## src/rtl/seg7_pkg.sv

```systemverilog
`default_nettype none
// ============================================================================
//  Module      : seg7_pkg
//  Description : Shared constants and hex-to-segment lookup for 7-segment
//                display blocks (active-low cathodes, segment order g..a).
//  Revision    : 1.0  initial release
// ============================================================================
package seg7_pkg;

    // All cathodes off (dp included) and all anodes off.
    localparam logic [7:0] SEG_BLANK = 8'hFF;
    localparam logic [7:0] AN_OFF    = 8'hFF;

    // Active-low {g,f,e,d,c,b,a} pattern for each hex digit 0..F.
    localparam logic [6:0] HEX_SEG_TABLE [16] = '{
        7'h40, 7'h79, 7'h24, 7'h30,
        7'h19, 7'h12, 7'h02, 7'h78,
        7'h00, 7'h10, 7'h08, 7'h03,
        7'h46, 7'h21, 7'h06, 7'h0E
    };

    function automatic logic [6:0] hex2seg(input logic [3:0] nib);
        return HEX_SEG_TABLE[nib];
    endfunction

endpackage : seg7_pkg
`default_nettype wire

```

## src/rtl/seg7_scan_driver_if.sv

```systemverilog
`default_nettype none
// ============================================================================
//  Module      : seg7_scan_driver_if
//  Description : Board-IO side (data, dp mask, LZ enable) and pin side
//                (anodes, cathodes, frame tick) of the 7-segment scanner.
//  Revision    : 1.0  initial release
// ============================================================================
interface seg7_scan_driver_if;
    logic [31:0] seg7_data;
    logic [7:0]  dp_mask;
    logic        blank_lz;
    logic [7:0]  an;
    logic [7:0]  seg;
    logic        frame_tick;

    // Peripheral / environment side.
    modport master (
        output seg7_data, dp_mask, blank_lz,
        input  an, seg, frame_tick
    );

    // Scanner side.
    modport slave (
        input  seg7_data, dp_mask, blank_lz,
        output an, seg, frame_tick
    );
endinterface : seg7_scan_driver_if
`default_nettype wire

```

## src/rtl/seg7_hex_decode.sv

```systemverilog
`default_nettype none
// ============================================================================
//  Module      : seg7_hex_decode
//  Description : Combinational hex nibble to active-low 7-segment pattern.
//  Revision    : 1.0  initial release
// ============================================================================
module seg7_hex_decode
    import seg7_pkg::*;
(
    input  logic [3:0] i_nib,
    output logic [6:0] o_seg
);

    // Table lookup shared with every display block through the package.
    always_comb begin
        o_seg = hex2seg(i_nib);
    end

endmodule : seg7_hex_decode
`default_nettype wire

```

## src/rtl/seg7_scan_driver.sv

```systemverilog
`default_nettype none
// ============================================================================
//  Module      : seg7_scan_driver
//  Description : Time-multiplexed scanner for an 8-digit 7-segment display.
//                Snapshots the input word once per frame (tear-free), blanks
//                the first GAP cycles of each digit slot (anti-ghosting) and
//                optionally blanks leading-zero digits.
//  Revision    : 1.0  initial release
// ============================================================================
module seg7_scan_driver
    import seg7_pkg::*;
#(
    parameter int unsigned DIV = 50000,   // clka cycles per digit slot
    parameter int unsigned GAP = 500      // blank cycles at slot start, 1 <= GAP < DIV
)(
    input  logic                clka,
    input  logic                rst,
    seg7_scan_driver_if.slave   bus
);

    localparam int unsigned      CNT_W      = (DIV > 1) ? $clog2(DIV) : 1;
    localparam logic [CNT_W-1:0] C_CNT_LAST = CNT_W'(DIV - 1);
    localparam logic [CNT_W-1:0] C_GAP      = CNT_W'(GAP);

    logic [CNT_W-1:0] cnt_q, cnt_d;
    logic [2:0]       idx_q, idx_d;
    logic [31:0]      snap_data_q, snap_data_d;
    logic [7:0]       snap_dp_q, snap_dp_d;
    logic             snap_lz_q, snap_lz_d;
    logic [7:0]       an_q, an_d;
    logic [7:0]       seg_q, seg_d;
    logic             frame_tick_q, frame_tick_d;

    logic             w_load;
    logic [3:0]       w_nib;
    logic [6:0]       w_seg_dec;
    logic [8:1]       w_upper_zero;   // [j]: nibbles j..7 of the snapshot are all zero
    logic [7:0]       w_lz_digit;     // [j]: digit j is leading-zero blanked

    assign w_load = (cnt_q == '0) && (idx_q == 3'd0);
    assign w_nib  = snap_data_q[4*idx_q +: 4];

    // Zero-chain from the most significant nibble downward.
    assign w_upper_zero[8] = 1'b1;
    assign w_lz_digit[0]   = 1'b0;   // digit 0 always shows, even when zero
    for (genvar j = 1; j < 8; j++) begin : g_lz
        assign w_upper_zero[j] = (snap_data_q[4*j +: 4] == 4'h0) && w_upper_zero[j+1];
        assign w_lz_digit[j]   = snap_lz_q && w_upper_zero[j];
    end

    seg7_hex_decode u_hex_decode (
        .i_nib (w_nib),
        .o_seg (w_seg_dec)
    );

    // Next-state: slot counter, digit index, frame snapshot and pin drive.
    always_comb begin
        cnt_d        = cnt_q + 1'b1;
        idx_d        = idx_q;
        snap_data_d  = snap_data_q;
        snap_dp_d    = snap_dp_q;
        snap_lz_d    = snap_lz_q;
        frame_tick_d = w_load;
        an_d         = AN_OFF;
        seg_d        = SEG_BLANK;

        if (cnt_q == C_CNT_LAST) begin
            cnt_d = '0;
            idx_d = idx_q + 3'd1;
        end

        // Snapshot is taken while the slot is still in its blank gap.
        if (w_load) begin
            snap_data_d = bus.seg7_data;
            snap_dp_d   = bus.dp_mask;
            snap_lz_d   = bus.blank_lz;
        end

        if ((cnt_q >= C_GAP) && !w_lz_digit[idx_q]) begin
            an_d  = ~(8'b1 << idx_q);
            seg_d = {~snap_dp_q[idx_q], w_seg_dec};
        end
    end

    // State and output registers with synchronous reset.
    always_ff @(posedge clka) begin
        if (rst) begin
            cnt_q        <= '0;
            idx_q        <= 3'd0;
            snap_data_q  <= 32'h0;
            snap_dp_q    <= 8'h0;
            snap_lz_q    <= 1'b0;
            an_q         <= AN_OFF;
            seg_q        <= SEG_BLANK;
            frame_tick_q <= 1'b0;
        end else begin
            cnt_q        <= cnt_d;
            idx_q        <= idx_d;
            snap_data_q  <= snap_data_d;
            snap_dp_q    <= snap_dp_d;
            snap_lz_q    <= snap_lz_d;
            an_q         <= an_d;
            seg_q        <= seg_d;
            frame_tick_q <= frame_tick_d;
        end
    end

    assign bus.an         = an_q;
    assign bus.seg        = seg_q;
    assign bus.frame_tick = frame_tick_q;

endmodule : seg7_scan_driver
`default_nettype wire

```

## src/flat_wrapper.sv

```systemverilog
// flat-port wrapper written by rule: the top's interface ports become plain ports
module seg7_scan_driver_flat import seg7_pkg::*;
#(
    parameter int unsigned DIV = 50000,                                
    parameter int unsigned GAP = 500                                                   
)
  (clka, rst, bus_seg7_data, bus_dp_mask, bus_blank_lz, bus_an, bus_seg, bus_frame_tick);
  seg7_scan_driver_if bus_i ();
  input  logic clka;
  input  logic rst;
  input wire logic [$bits(bus_i.seg7_data)-1:0] bus_seg7_data;
  input wire logic [$bits(bus_i.dp_mask)-1:0] bus_dp_mask;
  input wire logic [$bits(bus_i.blank_lz)-1:0] bus_blank_lz;
  output wire logic [$bits(bus_i.an)-1:0] bus_an;
  output wire logic [$bits(bus_i.seg)-1:0] bus_seg;
  output wire logic [$bits(bus_i.frame_tick)-1:0] bus_frame_tick;
  assign bus_i.seg7_data = bus_seg7_data;
  assign bus_i.dp_mask = bus_dp_mask;
  assign bus_i.blank_lz = bus_blank_lz;
  assign bus_an = bus_i.an;
  assign bus_seg = bus_i.seg;
  assign bus_frame_tick = bus_i.frame_tick;
  seg7_scan_driver #(.DIV(DIV), .GAP(GAP)) u_core (.clka(clka), .rst(rst), .bus(bus_i));
endmodule
```

## config.mk

```make
export PLATFORM = sky130hd
export DESIGN_NAME = seg7_scan_driver_flat
export DESIGN_NICKNAME = d
export VERILOG_FILES = /design/src/rtl/seg7_pkg.sv /design/src/rtl/seg7_scan_driver_if.sv /design/src/rtl/seg7_hex_decode.sv /design/src/rtl/seg7_scan_driver.sv /design/src/flat_wrapper.sv
export SDC_FILE = /design/constraint.sdc
export NUM_CORES = 1
export LEC_CHECK = 0
export CAP_MARGIN = 5
export CORE_MARGIN = 5
export CORE_UTILIZATION = 35
export DETAILED_ROUTE_END_ITERATION = 6
export PLACE_DENSITY_LB_ADDON = 0.15
export SLEW_MARGIN = 0
export SYNTH_ARGS = -nofsm -noshare
export SYNTH_HDL_FRONTEND = slang
export SYNTH_SLANG_ARGS = --single-unit
```

## constraint.sdc

```tcl
create_clock -name clka -period 3.9 [get_ports clka]
set_input_delay 0.78 -clock clka [delete_from_list [all_inputs] [get_ports clka]]
set_output_delay 0.78 -clock clka [all_outputs]
set_load 0.05 [all_outputs]
```

==> results of run 1 <==
## layer usage
metal | vias up | part of all wire, % | track usage, %
met3 | 4 | 3.6 | 2.58
li1 | 1421 | - | -
met1 | 1269 | 50 | 19.3
met5 | - | 0 | 0
met4 | 0 | 0.75 | 4.81
met2 | 58 | 45 | 21.1
## cell families (layout without fill, tap and decap cells)
logic type / Yosys count / count (layout) / share of synthesized area (%)
muxes: 19 / 19 / 10.3
and+or+nand+nor: 169 / 169 / 21.3
DFF: 77 / 77 / 44.5
buffers and inverters: 33 / 89 / 5.35
adders and majority gates: 14 / 14 / 5.06
AOI/OAI and AO/OA: 59 / 59 / 9.72
xor gates and xnor gates: 15 / 15 / 3.79
## cell type report
type	instances	area share, %
Multi-Input combinational cell	276	40.0
Inverter	11	0.952
Tap cell	133	3.84
Clock inverter	7	2.63
Clock buffer	9	2.86
Timing Repair Buffer	62	14.1
Sequential cell	77	35.5
## flip-flops by register name (all words and copies together), names as in the netlist
signal and count:
u_core.bus.frame_tick 1, u_core.bus.seg 8, u_core.bus.an 8, u_core.snap_dp_q 8
u_core.cnt_q 16, u_core.snap_lz_q 1, u_core.idx_q 3, u_core.snap_data_q 32
## power by group
part | internal [mW] | total, mW | switching, mW | leakage, nW
Sequential | 0.828 | 0.862 | 0.0340 | 0.629
Clock | 0.423 | 0.712 | 0.289 | 0.123
Combinational | 0.111 | 0.236 | 0.125 | 0.907
Total | 1.36 | 1.81 | 0.448 | 1.66
## cell usage after synthesis, drive strengths merged (2+ instances only)
library cell / n
nand2: 98
dfxtp: 77
a21oi: 44
nor2: 27
nand3: 16
buf: 14
ha: 14
inv: 10
mux4: 10
clkbuf: 8
xor2: 8
nor4: 7
xnor2: 7
mux2i: 5
nand4: 5
o21ai: 5
mux2: 4
nand2b: 4
and3: 3
nor4b: 3
o221ai: 3
nor3: 2
o211ai: 2
## critical path: cells and delay by family, from the launching register on
kind | cells | cell delay, ns
and+or+nand+nor | 1 | 0.09
DFF | 1 | 0.82
muxes | 3 | 1.65
AOI/OAI and AO/OA | 1 | 0.06
## path summary, 6_finish.rpt
| path | start | endpoint | slack (ns) |
|---|---|---|---|
| min | u_core.snap_dp_q[7]$_SDFFE_PP0P_ | u_core.snap_dp_q[7]$_SDFFE_PP0P_ | 0.45 |
| min reg2reg | u_core.snap_dp_q[7]$_SDFFE_PP0P_ | u_core.snap_dp_q[7]$_SDFFE_PP0P_ | 0.45 |
| max | u_core.idx_q[0]$_SDFFE_PP0P_ | u_core.bus.seg[3]$_SDFF_PP1_ | 1.12 |
| max reg2reg | u_core.idx_q[0]$_SDFFE_PP0P_ | u_core.bus.seg[3]$_SDFF_PP1_ | 1.12 |
==> flow_metrics.env, run 1 <==
export IMPL_timing_final_crit_share_pct=71.3
export IMPL_synth_edf_count=0
export IMPL_clkTransAtPathRegs_ns=0.08
export IMPL_dpl_cell_area_um2=4100
export IMPL_outcome="finished, final reports clean"
export IMPL_crit_chain="mux4_2 -> mux2i_1 -> mux2_1 -> nor2_1 -> o21ai_1"
export IMPL_synth_cell_types=43
export IMPL_preCtsSetupSlack_ns=1.12
export IMPL_cp_end_kind="flip-flop"
export IMPL_cts_hold_buf=0
export IMPL_synthFlopType="dfxtp_1"
export IMPL_hold_ws_ns=0.452
export IMPL_grt_max_degree=48
export IMPL_cts_resized_gates=0
export IMPL_core_um2=9730
export IMPL_cp_slowest_cell="dfxtp_1"
export IMPL_dp_hpwl_mm=5.63
export IMPL_cts_sink_count=77
export IMPL_post_cts_buffers=0
export IMPL_htree_num_levels=3
export IMPL_hold_violations=0
export IMPL_multi_input_area_um2=1740
export IMPL_antenna_found_initial=0
export IMPL_cts_root_buffer="clkbuf_8"
export IMPL_nets=494
export IMPL_rows=36
export IMPL_cts_buffers=9
export IMPL_hold_path_depth=2
export IMPL_layoutNonFillerInstCount=575
export IMPL_wl_per_cell_um=13.4
export IMPL_fin_crit_ns=2.78
export IMPL_finalSetupTns_ns=0
export IMPL_fmax_mhz=360
export IMPL_drc=0
export IMPL_crit_path_max_incr_delay_ns=0.82
export IMPL_synth_seq_area_share_pct=44.5
export IMPL_drtAntennaViolNets=0
export IMPL_pin_count=60
export IMPL_synth_top_cell_by_area="dfxtp_1"
export IMPL_globalRoute_totalOverflow=0
export IMPL_synth_nets=443
export IMPL_vias=2752
export IMPL_slew_headroom_pct=33.6
export IMPL_rsz0062_at_grt="no"
export IMPL_synthCells=386
export IMPL_num_antenna_cells=0
export IMPL_drive_above_1_share_pct=6.79
export IMPL_dieArea_um2=12000
export IMPL_die_w_um=109
export IMPL_mostFrequentLayoutCells="98 x nand2_1, 77 x dfxtp_1, 59 x clkdlybuf4s50_1, 44 x a21oi_1, 26 x nor2_1"
export IMPL_fillers=1003
export IMPL_grtUsageTotal_pct=13.7
export IMPL_syn_area_um2=3460
export IMPL_p_leak_nw=1.66
export IMPL_clock_path_buffers=2
export IMPL_grt_pass1_wl_mm=12.9
export IMPL_gp_congestion=0.826
export IMPL_dp_cells=559
export IMPL_regArea_um2=1540
export IMPL_fin_skew_ns=0.0158
export IMPL_fin_area_um2=4340
export IMPL_critPathKind="flip-flop to flip-flop"
export IMPL_clkLatencyLatePin_ns=0.34
export IMPL_fin_util_pct=44.6
export IMPL_drt_initial_drc_count=139
export IMPL_worst_pin_slew_ns=0.996
export IMPL_drv_slew=0
export IMPL_numPortBuffers=59
export IMPL_crit_fanout=16
export IMPL_layout_commonest_cell="nand2_1"
export IMPL_maxCapViolCount=0
export IMPL_cts_tree="done"
export IMPL_viasPerCell=4.79
export IMPL_critical_path_required_ns=4.08
export IMPL_min_path_type="flip-flop to flip-flop"
export IMPL_drt_pass1_iter_count=4
export IMPL_ir_drop_mv=0.221
export IMPL_async_flop_share_pct=0
export IMPL_synth_top_area_share_pct=44.5
export IMPL_start_kind="flip-flop"
export IMPL_ys_ff_latch=77
export IMPL_worst_slack_ns=1.12
export IMPL_powerDensity_nw_per_um2=417
export IMPL_die_y_um=109
export IMPL_layout_area_overhead_vs_synth_pct=25.2
export IMPL_initial_core_util_pct=35.6
export IMPL_yosys_top_cells_area="dfxtp_1 45%, nand2_1 11%, a21oi_1 6.4%"
export IMPL_avgSynthCellArea_um2=8.97
export IMPL_yosysWarnings=0
export IMPL_grt_pass1_vias=2633
export IMPL_reg2regPathDepth=5
export IMPL_finalPower_mw=1.81
export IMPL_critPathArrivalTime_ns=2.96
export IMPL_wirelength_mm=7.69
export IMPL_setup_violations=0
Power figures use the tool's default switching activity.
==> inputs of run 2 (changes only) <==
==> constraint.sdc (replaced) <==
create_clock -name clka -period 2.5 [get_ports clka]
set_input_delay 0.5 -clock clka [delete_from_list [all_inputs] [get_ports clka]]
set_output_delay 0.5 -clock clka [all_outputs]
set_load 0.05 [all_outputs]
==> flow_metrics.env, run 2 (synthesized netlist as in run 1, its figures left out) <==
export IMPL_critPathKind="flip-flop to flip-flop"
export IMPL_critPathArrivalTime_ns=2.60
export IMPL_post_cts_buffers=0
export IMPL_clkTransAtPathRegs_ns=0.08
export IMPL_cts_root_buffer="clkbuf_8"
export IMPL_fmax_mhz=431
export IMPL_clock_path_buffers=2
export IMPL_drive_above_1_share_pct=8.20
export IMPL_hold_path_depth=2
export IMPL_hold_violations=0
export IMPL_critical_path_required_ns=2.78
export IMPL_worst_slack_ns=0.178
export IMPL_drv_slew=0
export IMPL_ir_drop_mv=0.203
export IMPL_antenna_found_initial=0
export IMPL_wl_per_cell_um=13.7
export IMPL_reg_top3="u_core.snap_data_q x32, u_core.cnt_q x16"
export IMPL_core_um2=9730
export IMPL_reg2regPathDepth=6
export IMPL_num_antenna_cells=0
export IMPL_finalSetupTns_ns=0
export IMPL_fin_util_pct=44.7
export IMPL_outcome="finished, final reports clean"
export IMPL_top_register="u_core.snap_data_q"
export IMPL_numPortBuffers=59
export IMPL_min_path_type="flip-flop to flip-flop"
export IMPL_die_w_um=109
export IMPL_rsz0062_at_grt="no"
export IMPL_nets=504
export IMPL_fin_crit_ns=2.32
export IMPL_drt_initial_drc_count=98
export IMPL_viasPerCell=4.75
export IMPL_grt_max_degree=42
export IMPL_start_kind="flip-flop"
export IMPL_mostFrequentLayoutCells="98 x nand2_1, 77 x dfxtp_1, 59 x clkdlybuf4s50_1, 44 x a21oi_1, 26 x nor2_1"
export IMPL_cts_sink_count=77
export IMPL_clkLatencyLatePin_ns=0.34
export IMPL_largest_register_ffs=32
export IMPL_layout_commonest_cell="nand2_1"
export IMPL_globalRoute_totalOverflow=0
export IMPL_cts_tree="done"
export IMPL_preCtsSetupSlack_ns=0.201
export IMPL_cts_hold_buf=0
export IMPL_drtAntennaViolNets=0
export IMPL_drc=0
export IMPL_grt_pass1_vias=2700
export IMPL_finalPower_mw=2.52
export IMPL_setup_violations=0
export IMPL_dieArea_um2=12000
export IMPL_p_leak_nw=1.67
export IMPL_grtUsageTotal_pct=14.3
export IMPL_pin_count=60
export IMPL_die_y_um=109
export IMPL_worst_pin_slew_ns=0.682
export IMPL_layout_area_overhead_vs_synth_pct=25.4
export IMPL_cp_end_kind="flip-flop"
export IMPL_gp_congestion=0.810
export IMPL_wirelength_mm=8.00
export IMPL_initial_core_util_pct=35.6
export IMPL_htree_num_levels=3
export IMPL_cts_buffers=9
export IMPL_fillers=1013
export IMPL_cts_resized_gates=0
export IMPL_timing_final_crit_share_pct=92.9
export IMPL_crit_fanout=9
export IMPL_grt_pass1_wl_mm=13.3
export IMPL_rows=36
export IMPL_vias=2776
export IMPL_drt_pass1_iter_count=4
export IMPL_fin_area_um2=4340
export IMPL_powerDensity_nw_per_um2=581
export IMPL_maxCapViolCount=0
export IMPL_fin_skew_ns=0.00684
export IMPL_slew_headroom_pct=53.9
export IMPL_dp_hpwl_mm=5.87
export IMPL_dpl_cell_area_um2=4190
-- run 2: metrics by stage --
| stage | std cells | hold WS [ns] |
|---|---|---|
| after floorplan | 386 | 0.427 |
| after global placement | 569 | 0.436 |
| after detailed placement | 569 | 0.443 |
| after CTS | 584 | 0.453 |
| after global routing | 584 | 0.468 |
| final | 584 | 0.450 |
-- run 2: per-layer routing --
metal  vias to the layer above  routed length (µm)  track usage, %
met5                         -                   0               0
met4                         0                 111            5.52
met3                        10                 324            2.88
met2                        56                3660            21.9
met1                      1264                3900            19.6
li1                       1446                   -               -
-- run 2: worst paths after layout --
check                                   startpoint                               end  slack (ns)
setup / recovery      u_core.idx_q[0]$_SDFFE_PP0P_      u_core.bus.seg[3]$_SDFF_PP1_        0.18
hold / removal    u_core.snap_dp_q[3]$_SDFFE_PP0P_  u_core.snap_dp_q[3]$_SDFFE_PP0P_        0.45
setup reg to reg      u_core.idx_q[0]$_SDFFE_PP0P_      u_core.bus.seg[3]$_SDFF_PP1_        0.18
hold reg to reg   u_core.snap_dp_q[3]$_SDFFE_PP0P_  u_core.snap_dp_q[3]$_SDFFE_PP0P_        0.45
-- run 2: cell type report --
class | count | area [µm²] | area share (%)
Tap cell | 133 | 166 | 3.83
Sequential cell | 77 | 1540 | 35.5
Clock inverter | 4 | 26.3 | 0.605
Multi-Input combinational cell | 276 | 1740 | 40.0
Clock buffer | 11 | 131 | 3.02
Timing Repair Buffer | 72 | 701 | 16.1
Inverter | 11 | 41.3 | 0.950
-- run 2: report_power, final --
| part | internal (mW) | switching, mW |
|---|---|---|
| clock | 0.354 | 0.442 |
| sequential | 1.29 | 0.0533 |
| combinational | 0.185 | 0.197 |
| total | 1.83 | 0.692 |
-- run 2: critical path, stage by stage, from the launching register on --
cell     delay, ns
dfxtp_1       0.55
mux4_1        0.60
mux2_2        0.31
inv_1         0.16
ha_1          0.27
o211a_1       0.23
o21ai_1       0.13
